$ cat config.mk
export PLATFORM = sky130hd
export DESIGN_NAME = demux4_buf_flat
export DESIGN_NICKNAME = d
export VERILOG_FILES = /design/src/rtl/demux4_buf_if.sv /design/src/rtl/demux4_buf.sv /design/src/flat_wrapper.sv
export SDC_FILE = /design/constraint.sdc
export NUM_CORES = 1
export LEC_CHECK = 0
export ABC_AREA = 1
export CAP_MARGIN = 15
export CORE_UTILIZATION = 39
export CTS_CLUSTER_DIAMETER = 40
export CTS_CLUSTER_SIZE = 28
export DETAILED_ROUTE_END_ITERATION = 16
export GPL_TIMING_DRIVEN = 0
export PLACE_DENSITY = 0.78
export SYNTH_ARGS = -nofsm -noshare
export SYNTH_HDL_FRONTEND = slang
export SYNTH_SLANG_ARGS = --single-unit
$ cat constraint.sdc
create_clock -name CLOCK -period 3.3 [get_ports CLOCK]
set_input_delay 0.66 -clock CLOCK [delete_from_list [all_inputs] [get_ports CLOCK]]
set_output_delay 0.66 -clock CLOCK [all_outputs]
set_load 0.01 [all_outputs]
$ cat src/rtl/demux4_buf_if.sv
// Handshake bundle for demux4_buf: one producer port, four consumer lanes.
// The master modport is the producer/consumer side; the slave modport is the block.
interface demux4_buf_if #(
  parameter int n = 32
);
  logic [1:0]   S;
  logic [n-1:0] D;
  logic         IN_VALID;
  logic         IN_READY;
  logic [n-1:0] Y0;
  logic [n-1:0] Y1;
  logic [n-1:0] Y2;
  logic [n-1:0] Y3;
  logic [3:0]   OUT_VALID;
  logic [3:0]   OUT_READY;

  modport master (
    output S,
    output D,
    output IN_VALID,
    output OUT_READY,
    input  IN_READY,
    input  Y0,
    input  Y1,
    input  Y2,
    input  Y3,
    input  OUT_VALID
  );

  modport slave (
    input  S,
    input  D,
    input  IN_VALID,
    input  OUT_READY,
    output IN_READY,
    output Y0,
    output Y1,
    output Y2,
    output Y3,
    output OUT_VALID
  );
endinterface

$ cat src/rtl/demux4_buf.sv
// Registered 1-to-4 demultiplexer: each word is steered by S into a
// one-entry per-lane buffer and held until that lane's consumer takes it.
module demux4_buf #(
  parameter int n = 32
) (
  input  logic          CLOCK,
  input  logic          nRESET,
  demux4_buf_if.slave   bus
);

  localparam logic [0:0] EMPTY = 1'b0;
  localparam logic [0:0] FULL  = 1'b1;

  logic [0:0]   r_state [4];
  logic [n-1:0] r_y     [4];

  logic [3:0] w_valid;
  logic [3:0] w_load;
  logic [3:0] w_drain;
  logic       w_sel_busy;
  logic       w_in_ready;
  logic       w_accept;

  // Only the addressed lane can stall the producer.
  assign w_sel_busy = w_valid[bus.S] & ~bus.OUT_READY[bus.S];
  assign w_in_ready = nRESET & ~w_sel_busy;
  assign w_accept   = bus.IN_VALID & w_in_ready;

  for (genvar g = 0; g < 4; g++) begin : g_lane
    logic w_drain_only;

    assign w_valid[g] = (r_state[g] == FULL);
    assign w_load[g]  = w_accept & (bus.S == 2'(g));
    assign w_drain[g] = w_valid[g] & bus.OUT_READY[g];
    // A reload in the drain cycle wins, so the lane never bubbles.
    assign w_drain_only = w_drain[g] & ~w_load[g];

    always_ff @(posedge CLOCK or negedge nRESET) begin
      if (!nRESET) begin
        r_state[g] <= EMPTY;
        r_y[g]     <= '0;
      end else begin
        unique case (1'b1)
          w_load[g]: begin
            r_state[g] <= FULL;
            r_y[g]     <= bus.D;
          end
          w_drain_only: begin
            r_state[g] <= EMPTY;
          end
          default: begin
          end
        endcase
      end
    end
  end

  assign bus.IN_READY  = w_in_ready;
  assign bus.OUT_VALID = w_valid;
  assign bus.Y0        = r_y[0];
  assign bus.Y1        = r_y[1];
  assign bus.Y2        = r_y[2];
  assign bus.Y3        = r_y[3];

endmodule
$ cat src/flat_wrapper.sv
// flat-port wrapper written by rule: the top's interface ports become plain ports
module demux4_buf_flat 
#(
  parameter int n = 32
)
  (CLOCK, nRESET, bus_S, bus_D, bus_IN_VALID, bus_OUT_READY, bus_IN_READY, bus_Y0, bus_Y1, bus_Y2, bus_Y3, bus_OUT_VALID);
  demux4_buf_if #(.n(n)) bus_i ();
  input  logic CLOCK;
  input  logic nRESET;
  input wire logic [$bits(bus_i.S)-1:0] bus_S;
  input wire logic [$bits(bus_i.D)-1:0] bus_D;
  input wire logic [$bits(bus_i.IN_VALID)-1:0] bus_IN_VALID;
  input wire logic [$bits(bus_i.OUT_READY)-1:0] bus_OUT_READY;
  output wire logic [$bits(bus_i.IN_READY)-1:0] bus_IN_READY;
  output wire logic [$bits(bus_i.Y0)-1:0] bus_Y0;
  output wire logic [$bits(bus_i.Y1)-1:0] bus_Y1;
  output wire logic [$bits(bus_i.Y2)-1:0] bus_Y2;
  output wire logic [$bits(bus_i.Y3)-1:0] bus_Y3;
  output wire logic [$bits(bus_i.OUT_VALID)-1:0] bus_OUT_VALID;
  assign bus_i.S = bus_S;
  assign bus_i.D = bus_D;
  assign bus_i.IN_VALID = bus_IN_VALID;
  assign bus_i.OUT_READY = bus_OUT_READY;
  assign bus_IN_READY = bus_i.IN_READY;
  assign bus_Y0 = bus_i.Y0;
  assign bus_Y1 = bus_i.Y1;
  assign bus_Y2 = bus_i.Y2;
  assign bus_Y3 = bus_i.Y3;
  assign bus_OUT_VALID = bus_i.OUT_VALID;
  demux4_buf #(.n(n)) u_core (.CLOCK(CLOCK), .nRESET(nRESET), .bus(bus_i));
endmodule
==> impl_metrics.yaml <==
die:
  die_h_um: 117
  start_util_pct: 40.5
  rows: 41
  core_um2: 12800
  io_pins: 174
  die_x_um: 117
  die-area_um2: 13800
synth:
  synth_area_um2: 5200
  synth.largest_area_cell: "dfrtp_1"
  synth_compound_area_share_pct: 0.530
  synth_top_family_by_area: "simple AND/OR/NAND/NOR gates"
  synth_top_area_share_pct: 63.6
  synth_xor_area_share_pct: 0
  synthTopCellsByArea: "dfrtp_1, nand2_1, buf_4, buf_6, nor2_4"
  synth_nets: 627
  synth-simple-area-share_pct: 31.2
  avgSynthCellArea_um2: 8.87
  syn_inst: 586
  ys_warn_count: 0
  synthMuxAreaShare_pct: 0
  synthAdderAreaFrac_pct: 0
  yosysSeqAreaShare_pct: 63.6
  ys_ff_latch: 132
  yosysUniqueCellTypes: 15
setup_path:
  slowest_delay_ps: 590
  critPathTopFamily: "buffers and inverters"
  rrSetupSlack_ps: 1670
  worstSetupPathDepth: 7
  crit_path_top_delay_cell: "clkdlybuf4s50_1"
  crit_required_ps: 2640
  crit_chain: "clkdlybuf4s50_1, nor2_2, nand2_1, nand2_1, nor2_2, a21boi_0, clkdlybuf4s50_1"
  start_kind: "primary input"
  worst-path-buf-inv: 2
  rr_endpoint: "u_core.bus.Y0[4]"
  r2r-start: "u_core.bus.OUT_VALID[3]"
  critPathKind: "primary input to output pin"
  path_max_fanout: 7
  crit_path_end_kind: "output pin"
  cp_data_arrival_time_ps: 2400
  reg2regPathDepth: 9
routing:
  drtPass1Iterations: 4
  vias: 4440
  avgRoutedWirePerCell_um: 15.0
  first_iter_violations: 339
  wl_um: 14400
  ant_nets: 0
  avgViaCountPerCell: 4.63
  drc: 0
power_and_ir_drop:
  totalPowerFinal_mw: 5.34
  p_per_area_nw_per_um2: 692
  ir_drop_v: 0.000370
  p_leak_nw: 3.90
sta:
  rsz0062_at_grt: "false"
  fmax_ghz: 0.326
  slew_headroom_pct: 66.6
  drv_slew: 0
  period_share_pct: 92.9
  hold_violations: 0
  final.setup_skew_ps: 8.27
  whs_ps: 195
  tightest_slew_ps: 502
  setup_ws_ps: 235
  period_needed_ps: 3060
  setup_viol: 0
worst_hold_path:
  hp-class: "primary input to async pin"
clock_network:
  cts_setup_buffers: 0
  ctsHoldBuffers: 0
  clk_pin_slew_worst_paths_ps: 50
  clockBufferDepth: 2
  cts-root-buf: "clkbuf_16"
  cts_tree: "done"
  cts_max_level: 4
  clkLatencyLatePin_ps: 410
  numClockSinks: 132
  cts.repair.resized: 0
  numCtsBuffers: 17
grt:
  grt_pass1_wl_um: 24200
  grt_pass1_vias: 4577
  grt_overflow: 0
  grt_usage_pct: 22.9
  grt_max_degree: 86
  antenna_found_initial: 0
place:
  hpwl_um: 10000
  dp_slack_ps: 235
  place_congestion: 0.768
  numPortBuffers: 172
cells_and_area:
  drive_above_1_share_pct: 7.74
  num_antenna_cells: 0
  final_nets: 819
  syn2layout_area_growth_pct: 48.4
status:
  status: "completed"
flow_run:
  cap_violations: 0
Yosys cell counts:
| cell type | count |
|---|---|
| nor2_4 | 4 |
| nor2_2 | 2 |
| nor2_1 | 2 |
| nand3_1 | 3 |
| nand3_4 | 1 |
| nand2_1 | 397 |
| nand2_2 | 1 |
| nand4_1 | 4 |
| buf_6 | 6 |
| a21boi_0 | 1 |
| buf_4 | 19 |
| inv_2 | 1 |
| inv_1 | 9 |
| dfrtp_1 | 132 |
| o21ai_0 | 4 |
per-stage QoR:
stage	instance area [um^2]	utilization (%)	std cells	TNS, ps
after floorplan	5200	-	586	0
after global routing	7710	60.1	960	0
after CTS	7710	60.1	960	0
final	7710	60.1	960	0
after detailed placement	7160	55.9	931	0
after global placement	7130	55.6	930	-1138140
registers in the layout, summed over array words and instances, names as in the netlist:
name                  cells
u_core.bus.Y1            32
u_core.bus.Y0            32
u_core.bus.Y2            32
u_core.bus.Y3            32
u_core.bus.OUT_VALID      4
final cells by class:
type / instances / area (um^2)
sequential: 132 / 3300
fill: 1089 / 5110
multi-input combinational: 419 / 1650
timing repair buffer: 173 / 1750
clock buffer: 23 / 468
clock inverter: 6 / 80.1
inverter: 10 / 37.5
buffer: 25 / 210
tap: 172 / 215
placed cells by master (no fill, tap or decap):
cell / n
dfrtp_1: 132
buf_6: 7
inv_1: 9
clkdlybuf4s50_1: 171
nor2_1: 2
nor2_2: 2
clkinv_2: 4
nand3_4: 1
buf_4: 19
bufinv_16: 2
clkbuf_1: 4
clkbuf_8: 2
nand3_1: 3
a21boi_0: 1
clkbuf_16: 17
nor2_4: 4
buf_16: 1
inv_2: 1
o21ai_0: 4
nand4_1: 4
nand2_2: 1
nand2_1: 397
where the power goes:
group,switching (mW),total (mW),internal (mW)
sequential,0.198,2.17,1.97
clock,0.644,1.78,1.13
combinational,0.608,1.39,0.786
kinds of logic after synthesis:
group                  Yosys count
buffers and inverters           35
AOI/OAI and AO/OA                5
DFF                            132
and+or+nand+nor                414
worst max-delay path by stage:
stage,start,slack (ps),to
3_5_place_dp,bus_S[1],240,bus_IN_READY
4_1_cts,bus_S[1],230,bus_IN_READY
2_1_floorplan,bus_S[0],1320,bus_IN_READY
5_1_grt,bus_S[1],170,bus_IN_READY
6_report,bus_S[1],240,bus_IN_READY
3_3_place_gp,nRESET,-4850,u_core.bus.Y1[25]
per-layer routing:
layer	GRT usage (%)	vias to the layer above	routed length, um
met3	7.83	23	1260
met1	29.4	2096	6230
li1	-	2148	-
met2	35.3	173	6620
met4	9.33	0	281
met5	0	-	0
Power figures use the tool's default switching activity.
